**src/rtl/sram_pipe_pkg.sv**
```systemverilog
// Shared types and sizing helpers for the pipelined SRAM block.
package sram_pipe_pkg;

  typedef enum logic {
    INIT,
    RUN
  } state_e;

  function automatic int unsigned outq_depth(input int unsigned rd_lat);
    return rd_lat + 1;
  endfunction

  function automatic int unsigned addr_width(input int unsigned depth);
    return (depth > 1) ? $clog2(depth) : 1;
  endfunction

  function automatic int unsigned cnt_width(input int unsigned outq);
    return $clog2(outq + 1);
  endfunction

endpackage

```
**src/rtl/sram_pipe_rsp_fifo.sv**
```systemverilog
// First-word-fall-through response FIFO; output reads as zero when empty.
module sram_pipe_rsp_fifo #(
  parameter int unsigned W = 33,
  parameter int unsigned D = 3
) (
  input  logic         clk,
  input  logic         reset,
  input  logic         push_i,
  input  logic [W-1:0] data_i,
  input  logic         pop_i,
  output logic         valid_o,
  output logic [W-1:0] data_o
);

  localparam int unsigned PW = (D > 1) ? $clog2(D) : 1;
  localparam int unsigned CW = $clog2(D + 1);

  logic [W-1:0]  mem_q [D];
  logic [PW-1:0] wr_q, wr_d, rd_q, rd_d;
  logic [CW-1:0] cnt_q, cnt_d;
  logic          do_push, do_pop;

  assign valid_o = (cnt_q != '0);
  assign data_o  = valid_o ? mem_q[rd_q] : '0;
  assign do_pop  = pop_i && valid_o;
  assign do_push = push_i && ((cnt_q != CW'(D)) || do_pop);

  always_comb begin
    wr_d  = wr_q;
    rd_d  = rd_q;
    cnt_d = cnt_q;
    if (do_push) wr_d = (wr_q == PW'(D - 1)) ? '0 : wr_q + 1'b1;
    if (do_pop)  rd_d = (rd_q == PW'(D - 1)) ? '0 : rd_q + 1'b1;
    if (do_push && !do_pop)      cnt_d = cnt_q + 1'b1;
    else if (!do_push && do_pop) cnt_d = cnt_q - 1'b1;
  end

  always_ff @(posedge clk) begin
    if (!reset) begin
      wr_q  <= '0;
      rd_q  <= '0;
      cnt_q <= '0;
    end else begin
      wr_q  <= wr_d;
      rd_q  <= rd_d;
      cnt_q <= cnt_d;
    end
  end

  always_ff @(posedge clk) begin
    if (do_push) mem_q[wr_q] <= data_i;
  end

endmodule

```
**src/rtl/sram_pipe.sv**
```systemverilog
// Single-port SRAM with byte enables, fixed read latency and a response FIFO.
// Define SRAM_PIPE_INIT_CLEAR_EN to zero the array in INIT after every reset.
module sram_pipe
  import sram_pipe_pkg::*;
#(
  parameter int unsigned WIDTH  = 32,
  parameter int unsigned DEPTH  = 16,
  parameter int unsigned RD_LAT = 2
) (
  input  logic                          clk,
  input  logic                          reset,
  input  logic                          req_valid,
  output logic                          req_ready,
  input  logic                          req_we,
  input  logic [WIDTH/8-1:0]            req_be,
  input  logic [addr_width(DEPTH)-1:0]  req_addr,
  input  logic [WIDTH-1:0]              req_wdata,
  output logic                          rsp_valid,
  input  logic                          rsp_ready,
  output logic [WIDTH-1:0]              rsp_rdata,
  output logic                          rsp_err
);

  localparam int unsigned OUTQ = outq_depth(RD_LAT);
  localparam int unsigned AW   = addr_width(DEPTH);
  localparam int unsigned CW   = cnt_width(OUTQ);

  state_e        state_q, state_d;
  logic [CW-1:0] cnt_q, cnt_d;
  logic [WIDTH-1:0] mem_q [DEPTH];
  logic          addr_ok, wr_acc, rd_acc, pop;
  logic [WIDTH:0] rd_word, push_data, fifo_data;
  logic          push;
  logic          sweep_we;
  logic [AW-1:0] sweep_addr;

  if (DEPTH == (1 << AW)) begin : g_full
    assign addr_ok = 1'b1;
  end else begin : g_part
    assign addr_ok = (req_addr < AW'(DEPTH));
  end

  assign req_ready = (state_q == RUN) && (cnt_q < CW'(OUTQ));
  assign wr_acc    = req_valid && req_ready && req_we;
  assign rd_acc    = req_valid && req_ready && !req_we;
  assign pop       = rsp_valid && rsp_ready;
  assign rd_word   = addr_ok ? {1'b0, mem_q[req_addr]} : {1'b1, {WIDTH{1'b0}}};

`ifdef SRAM_PIPE_INIT_CLEAR_EN
  logic [AW-1:0] clr_q, clr_d;
  assign sweep_we   = reset && (state_q == INIT);
  assign sweep_addr = clr_q;
`else
  assign sweep_we   = 1'b0;
  assign sweep_addr = '0;
`endif

  always_comb begin
    state_d = state_q;
`ifdef SRAM_PIPE_INIT_CLEAR_EN
    clr_d = clr_q;
`endif
    case (state_q)
      INIT: begin
`ifdef SRAM_PIPE_INIT_CLEAR_EN
        clr_d = clr_q + 1'b1;
        if (clr_q == AW'(DEPTH - 1)) state_d = RUN;
`else
        state_d = RUN;
`endif
      end
      RUN:     state_d = RUN;
      default: state_d = INIT;
    endcase
  end

  always_comb begin
    cnt_d = cnt_q;
    if (rd_acc && !pop)      cnt_d = cnt_q + 1'b1;
    else if (!rd_acc && pop) cnt_d = cnt_q - 1'b1;
  end

  always_ff @(posedge clk) begin
    if (!reset) begin
      state_q <= INIT;
      cnt_q   <= '0;
`ifdef SRAM_PIPE_INIT_CLEAR_EN
      clr_q   <= '0;
`endif
    end else begin
      state_q <= state_d;
      cnt_q   <= cnt_d;
`ifdef SRAM_PIPE_INIT_CLEAR_EN
      clr_q   <= clr_d;
`endif
    end
  end

  always_ff @(posedge clk) begin
    if (sweep_we) begin
      mem_q[sweep_addr] <= '0;
    end else if (wr_acc && addr_ok) begin
      for (int unsigned b = 0; b < WIDTH / 8; b++) begin
        if (req_be[b]) mem_q[req_addr][b*8 +: 8] <= req_wdata[b*8 +: 8];
      end
    end
  end

  // The FIFO entry register is the last of the RD_LAT stages, so only
  // RD_LAT-1 registers sit between the array read and the FIFO push.
  if (RD_LAT == 1) begin : g_nopipe
    assign push      = rd_acc;
    assign push_data = rd_word;
  end else begin : g_pipe
    localparam int unsigned PL = RD_LAT - 1;
    logic [PL-1:0] vld_q;
    logic [WIDTH:0] dat_q [PL];

    always_ff @(posedge clk) begin
      if (!reset) begin
        vld_q <= '0;
      end else begin
        vld_q[0] <= rd_acc;
        for (int unsigned i = 1; i < PL; i++) vld_q[i] <= vld_q[i-1];
      end
    end

    always_ff @(posedge clk) begin
      dat_q[0] <= rd_word;
      for (int unsigned i = 1; i < PL; i++) dat_q[i] <= dat_q[i-1];
    end

    assign push      = vld_q[PL-1];
    assign push_data = dat_q[PL-1];
  end

  sram_pipe_rsp_fifo #(
    .W (WIDTH + 1),
    .D (OUTQ)
  ) u_rsp_fifo (
    .clk     (clk),
    .reset   (reset),
    .push_i  (push),
    .data_i  (push_data),
    .pop_i   (pop),
    .valid_o (rsp_valid),
    .data_o  (fifo_data)
  );

  assign rsp_err   = fifo_data[WIDTH];
  assign rsp_rdata = fifo_data[WIDTH-1:0];

endmodule
```
**config.mk**
```make
export PLATFORM = sky130hd
export DESIGN_NAME = sram_pipe
export DESIGN_NICKNAME = d
export VERILOG_FILES = /design/src/rtl/sram_pipe_pkg.sv /design/src/rtl/sram_pipe_rsp_fifo.sv /design/src/rtl/sram_pipe.sv
export SDC_FILE = /design/constraint.sdc
export NUM_CORES = 1
export LEC_CHECK = 0
export BUFFER_PORTS_ARGS = -buffer_cell sky130_fd_sc_hd__clkbuf_2
export CAP_MARGIN = 5
export CORE_ASPECT_RATIO = 0.9
export CORE_MARGIN = 1.5
export CORE_UTILIZATION = 58
export CTS_CLUSTER_SIZE = 28
export DETAILED_ROUTE_END_ITERATION = 6
export GPL_ROUTABILITY_DRIVEN = 0
export PLACE_DENSITY = 0.75
export SLEW_MARGIN = 20
export SYNTH_ARGS = -nofsm -noshare
export SYNTH_HDL_FRONTEND = slang
export SYNTH_SLANG_ARGS = --single-unit
```
**constraint.sdc**
```tcl
create_clock -name clk -period 12.5 [get_ports clk]
set_input_delay 1.875 -clock clk [delete_from_list [all_inputs] [get_ports clk]]
set_output_delay 1.875 -clock clk [all_outputs]
set_load 0.005 [all_outputs]
```
==> results.cfg, run 1 <==
[placement]
portBuffers = 78
place_area_um2 = 25300
hpwl_um = 30100
post-place-ws_ps = 7690

[timing]
clock_skew_ps = 15.0
whs_ps = 451
tns_ps = 0
period_share_pct = 32.7
worstMarginPinSlew_ps = 1060
setup_ws_ps = 8410
rsz0062_at_grt = false
maxSlewViolCount = 0
setup_viol = 0
fmax_mhz = 245
worst_slew_margin_rel_pct = 29.0
hold_viol_final = 0
finalCriticalPeriod_ps = 4090

[floorplanning]
initial_utilization_pct = 58.5
die_area_um2 = 43300
row_count = 71
die_w_um = 219
core_um2 = 41700
ioPinCount = 80
die_h_um = 198

[synthesis]
yosys.area_share.xor_xnor_pct = 0.144
synthAdderAreaFrac_pct = 0.103
ys_ff_latch = 652
synth_top_family_by_area = multiplexers
ys_types = 35
syn-num-nets = 1217
netlist_instances = 1170
synth_top_area_share_pct = 74.8
async_reset_ff_share_pct = 0
syn_area_um2 = 24400
synthTopCellsByArea = edfxtp_1 (75%), mux4_2 (12%), dfxtp_1 (3.6%)
synth_compound_area_share_pct = 2.31
synth_flop_cell = edfxtp_1
synth-simple-area-share_pct = 2.96
synth-seq-area-share_pct = 78.5
synth_edf_count = 608
synth.largest_area_cell = edfxtp_1
muxShareOfSynthArea_pct = 14.6
ys_warn_count = 0
postSynthAreaPerCell_um2 = 20.8

[clock_tree]
cts-htree-levels = 2
clkLatencyLatePin_ps = 610
cts_resized = 0
clockBufferDepth = 3
cts_setup_buffers = 0
cts_hold_buf = 0
clk_pin_slew_ps = 60
clock-sinks = 652
cts_inserted_buffers = 61
cts_tree = yes
root_buffer = clkbuf_16

[job]
max_cap_viol_count = 0

[worst_setup_path]
crit_slowest_cell = nor2_1
rrSetupSlack_ps = 9530
r2r_end = mem_q[6][21]$_DFFE_PP_
critPathMaxStageDelay_ps = 750
required_ps = 12740
path_class = in2reg
path_cells = clkbuf_2 > nor2b_2 > buf_4 > nand3_1 > nor2_1
path_max_fanout = 23
critical_path_buf_inv_count = 2
rr_worst_depth = 3
r2r_start = cnt_q[0]$_SDFFE_PN0P_
critical_path_arrival_ps = 4330
crit_family = simple AND/OR/NAND/NOR gates
critical_path.startpoint_type = input port
crit_path_end_kind = flop

[power_and_ir_drop]
power_frac_seq_pct = 54.9
switchingPower_mw = 0.943
intPower_mw = 3.50
p_leak_nw = 8.67
vdd_drop_max_mv = 0.134
swShare_pct = 21.2
combPwrFrac_pct = 6.3
powerDensity_nw_per_um2 = 163
clkPwrFrac_pct = 38.8

[finish]
design_area_um2 = 27200
final_common_cell = edfxtp_1
seq_area_um2 = 19100
synthToLayoutAreaGrowth_pct = 11.5
layout-drive-gt1-share_pct = 24.0
final_cell_mix = edfxtp_1 (608), mux4_2 (128), nor2_1 (95)
nNetsFinal = 1309
multi_input_area_um2 = 4980
fillers = 2669

[global_route]
grt_usage_pct = 23.3
grt_pass1_vias = 11500
antenna_found_initial = 2
grt-ovfl-total = 0
grt_max_degree = 60
grt_pass1_wl_um = 72400

[route]
detail_route.first_pass.iterations = 5
ant_nets = 0
drcViolationCount = 0
wire_per_inst_um = 26.2
vias = 11500
drtIter0Drc = 1398
drt-total-wl_um = 48700
via_per_inst = 6.16

[hold_path]
hold_path.class = reg2reg
min_to = u_rsp_fifo.mem_q[0][9]$_DFFE_PP_
hold_path_startpoint = g_pipe.dat_q[0][9]$_DFF_P_
hold_depth = 0

[status]
outcome = finished clean
-- flip-flops by register name, indices dropped and copies added (netlist names), named ones only --
signal            cells
state_q               1
u_rsp_fifo.mem_q     96
u_rsp_fifo.rd_q       2
u_rsp_fifo.cnt_q      2
cnt_q                 2
g_pipe.vld_q          1
g_pipe.dat_q         32
u_rsp_fifo.wr_q       2
mem_q               512
-- synthesized netlist by cell type, types with 5 or more instances --
cell type	number
nand2_1	47
buf_6	6
nor2_1	97
edfxtp_1	608
mux2_1	30
mux2i_1	32
nor4_1	5
dfxtp_1	44
mux4_2	128
a22oi_1	64
clkbuf_1	31
buf_2	24
-- kinds of logic (layout without fill, tap and decap cells) --
| family | Yosys count | in the layout |
|---|---|---|
| fa+ha+maj | 2 | 2 |
| mux | 192 | 192 |
| xor+xnor | 4 | 4 |
| simple gates | 172 | 172 |
| flops | 652 | 652 |
| buf+inv | 69 | 210 |
| compound gates | 78 | 78 |
| other cells | 1 | 2 |
-- worst max-delay path by stage --
stage	slack (ps)	depth (start not counted)	endpoint	from
finish	8410	5	mem_q[11][7]$_DFFE_PP_	req_addr[3]
global route	8300	3	rsp_rdata[10]	flop
CTS	8340	4	mem_q[3][25]$_DFFE_PP_	req_valid
detailed placement	7690	4	mem_q[3][26]$_DFFE_PP_	req_valid
global placement	7820	4	mem_q[3][17]$_DFFE_PP_	req_addr[1]
floorplan	6820	2	u_rsp_fifo.mem_q[0][0]$_DFFE_PP_	rsp_ready
-- stage by stage --
stage | cells | power, mW | utilization, %
after global routing | 1858 | 4.58 | 65.3
after global placement | 1745 | 2.76 | 60.7
final | 1859 | 4.44 | 65.3
after detailed placement | 1745 | 2.77 | 60.8
after CTS | 1857 | 4.47 | 65.2
after floorplan | 1170 | 2.64 | -
-- layer usage --
| layer | vias to the layer above | wire (um) | global-route usage (%) |
|---|---|---|---|
| li1 | 4940 | - | - |
| met1 | 5893 | 20400 | 34.5 |
| met2 | 541 | 22500 | 34.8 |
| met3 | 82 | 4620 | 5.73 |
| met4 | 2 | 1220 | 7.48 |
| met5 | - | 8 | 0 |
-- power by group through the flow --
stage	Combinational [mW]	Clock, mW	Sequential [mW]
after detailed placement	0.282	0	2.48
after global placement	0.275	0	2.48
after global routing	0.308	1.84	2.44
after CTS	0.284	1.75	2.44
final	0.280	1.73	2.44
after floorplan	0.173	0	2.47
-- area by class of cell --
class / count / area share, %
antenna: 1 / 0.00920
clock buffer: 77 / 5.83
multi-input combinational: 449 / 18.3
timing repair buffer: 93 / 1.90
tap: 547 / 2.52
inverter: 5 / 0.0690
clock inverter: 35 / 0.980
sequential: 652 / 70.4
(Power assumes the default switching activity.)
==> inputs of run 2 (changes only) <==
- ABC_AREA: not set -> 1
- CORE_UTILIZATION: 58 -> 56
- PLACE_DENSITY: 0.75 -> 0.76
- clock period: 12.5 -> 3.5 ns (I/O delays scaled with it)
==> run 2 against run 1 <==
Hold slack worse by 340 ps. Setup slack got worse by 7700 ps. First-iteration DRC count grew 33%. Clock power grew to 3.8 times the previous value. Clock skew grew 5.9 ps. Combinational power rose to 3.7 times the previous value.
==> results.cfg, run 2 <==
[timing]
fmax_mhz = 353
setup_viol = 0
worst_slew_margin_rel_pct = 30.4
period_share_pct = 81.0
finalCriticalPeriod_ps = 2830
clock_skew_ps = 20.9
rsz0062_at_grt = false
maxSlewViolCount = 0
worstMarginPinSlew_ps = 1040
tns_ps = 0
setup_ws_ps = 666
hold_viol_final = 0

[synthesis]
async_reset_ff_share_pct = 0
netlist_instances = 2521
ys_ff_latch = 652
ys_warn_count = 0
syn_area_um2 = 26800
yosys-top-cells-count = nand2_1 (1,409), edfxtp_1 (608), inv_1 (142)
synth-seq-area-share_pct = 71.5
postSynthAreaPerCell_um2 = 10.6
syn-num-nets = 2568
synth_edf_count = 608
synth_flop_cell = edfxtp_1
yosysMostFrequentCell = nand2_1
ys_types = 25
synth.largest_area_cell = edfxtp_1
synthTopCellsByArea = edfxtp_1 (68%), nand2_1 (20%), dfxtp_1 (3.3%)
synth_top_area_share_pct = 68.2

[route]
drt-total-wl_um = 59100
routed-wl-met3_um = 5570
drtIter0Drc = 1858
ant_nets = 0
met2_length_um = 27300
wl_met1_um = 24700
highest_layer = met4
vias = 17300
wire_per_inst_um = 18.1
detail_route.first_pass.iterations = 5
via_per_inst = 5.30
drcViolationCount = 0

[global_route]
grt_usage_pct = 24.7
grt_pass1_vias = 16800
grt_pass1_wl_um = 93100
antenna_found_initial = 2
grt-ovfl-total = 0
grt_max_degree = 166

[finish]
reg_top3 = mem_q (512), u_rsp_fifo.mem_q (96), g_pipe.dat_q (32)
largest_register = mem_q
largest_reg_flops = 512
fillers = 3560
synthToLayoutAreaGrowth_pct = 11.3
nNetsFinal = 2651
layout-drive-gt1-share_pct = 10.2
final_common_cell = nand2_1
final_cell_mix = nand2_1 (1,409), edfxtp_1 (608), inv_1 (142)

[placement]
portBuffers = 78
post-place-ws_ps = 538
hpwl_um = 35100

[worst_setup_path]
rrSetupSlack_ps = 670
worst-path-stages = 5
crit_path_end_kind = flop
critPathMaxStageDelay_ps = 890
critical_path_arrival_ps = 3070
crit_family = simple AND/OR/NAND/NOR gates
path_max_fanout = 16
rr_worst_depth = 5
path_class = reg2reg
critPathMostFrequentCell = nand2_1
critical_path_buf_inv_count = 0
r2r_end = mem_q[6][26]$_DFFE_PP_
path_cells = a21boi_2 > nand2_1 > nor2_2 > nand2_1 > nor2_1
crit_start = state_q$_DFF_P_
crit_slowest_cell = nor2_1
critical_path.startpoint_type = flop
required_ps = 3740
cp-endpoint = mem_q[6][26]$_DFFE_PP_
r2r_start = state_q$_DFF_P_

[clock_tree]
cts_setup_buffers = 0
cts_tree = yes
clk_pin_slew_ps = 60
cts-htree-levels = 2
clockBufferDepth = 3
clkLatencyLatePin_ps = 620
cts_inserted_buffers = 60
clock-sinks = 652
root_buffer = clkbuf_16
cts_hold_buf = 0
cts_resized = 0

[power_and_ir_drop]
switchingPower_mw = 3.61
intPower_mw = 12.8
clkPwrFrac_pct = 40.5
swShare_pct = 22.0
p_leak_nw = 12.6
powerDensity_nw_per_um2 = 550
vdd_drop_max_mv = 0.415
combPwrFrac_pct = 6.3
totalPowerFinal_mw = 16.4
power_frac_seq_pct = 53.2

[hold_path]
hold_path.class = in2reg
hold_depth = 2

[floorplanning]
core_um2 = 46900
row_count = 75
die_h_um = 210
die_w_um = 233
ioPinCount = 80
initial_utilization_pct = 57.1
die_area_um2 = 49100

[job]
max_cap_viol_count = 0

[status]
outcome = finished clean
run 2: cell count changes after synthesis, moves of 34 or more:
cell	previous run	this run
a21oi_1	4	41
a22oi_1	64	0
buf_2	24	59
inv_1	4	142
mux4_2	128	0
nand2_1	47	1409
o21ai_0	4	38
run 2: worst min path at each step:
stage / to / start / slack [ps]
after global placement: u_rsp_fifo.mem_q[0][11]$_DFFE_PP_ / g_pipe.dat_q[0][11]$_DFF_P_ / 420
after CTS: g_pipe.vld_q$_SDFF_PN0_ / req_we / 80
after detailed placement: u_rsp_fifo.mem_q[2][14]$_DFFE_PP_ / g_pipe.dat_q[0][14]$_DFF_P_ / 440
after floorplan: u_rsp_fifo.mem_q[0][0]$_DFFE_PP_ / g_pipe.dat_q[0][0]$_DFF_P_ / 420
final: g_pipe.vld_q$_SDFF_PN0_ / req_we / 110
after global routing: g_pipe.vld_q$_SDFF_PN0_ / req_we / 90
run 2: final cells by class:
type / count / area [um^2] / area share, %
antenna: 1 / 2.50 / 0.00840
inverter: 145 / 552 / 1.85
sequential: 652 / 19100 / 64.3
clock buffer: 79 / 1660 / 5.59
multi-input combinational: 1607 / 6440 / 21.6
clock inverter: 33 / 342 / 1.15
timing repair buffer: 138 / 878 / 2.95
tap: 616 / 771 / 2.59
run 2: logic make-up after synthesis:
group	count (synthesis)	synth area share (%)
other	1	0.0140
muxes	32	1.35
and+or+nand+nor	1491	21.0
adders and majority gates	2	0.0935
buffers and inverters	262	4.51
DFF	652	71.5
AOI/OAI and AO/OA	81	1.55
run 2: through the flow:
| step | std cells | cell area [um^2] | hold WS [ps] | utilization, % |
|---|---|---|---|---|
| after floorplan | 2521 | 26800 | 421 | - |
| after global placement | 3158 | 27800 | 424 | 59.2 |
| after detailed placement | 3158 | 27800 | 445 | 59.2 |
| after CTS | 3270 | 29800 | 80.3 | 63.5 |
| after global routing | 3271 | 29800 | 91.7 | 63.5 |
| final | 3271 | 29800 | 109 | 63.5 |
run 2: layer usage:
metal / track usage, % / vias to the layer above
met5: 0 / -
li1: - / 8288
met3: 4.22 / 108
met2: 38.7 / 722
met4: 7.94 / 0
met1: 35.5 / 8222
run 2: power groups by stage:
stage                     clock (mW)  sequential (mW)  combinational (mW)
after global routing            7.04             8.72                1.16
after detailed placement           0             8.88                1.02
after floorplan                    0             8.81               0.680
final                           6.64             8.72                1.03
after CTS                       6.72             8.71                1.03
after global placement             0             8.87               0.998
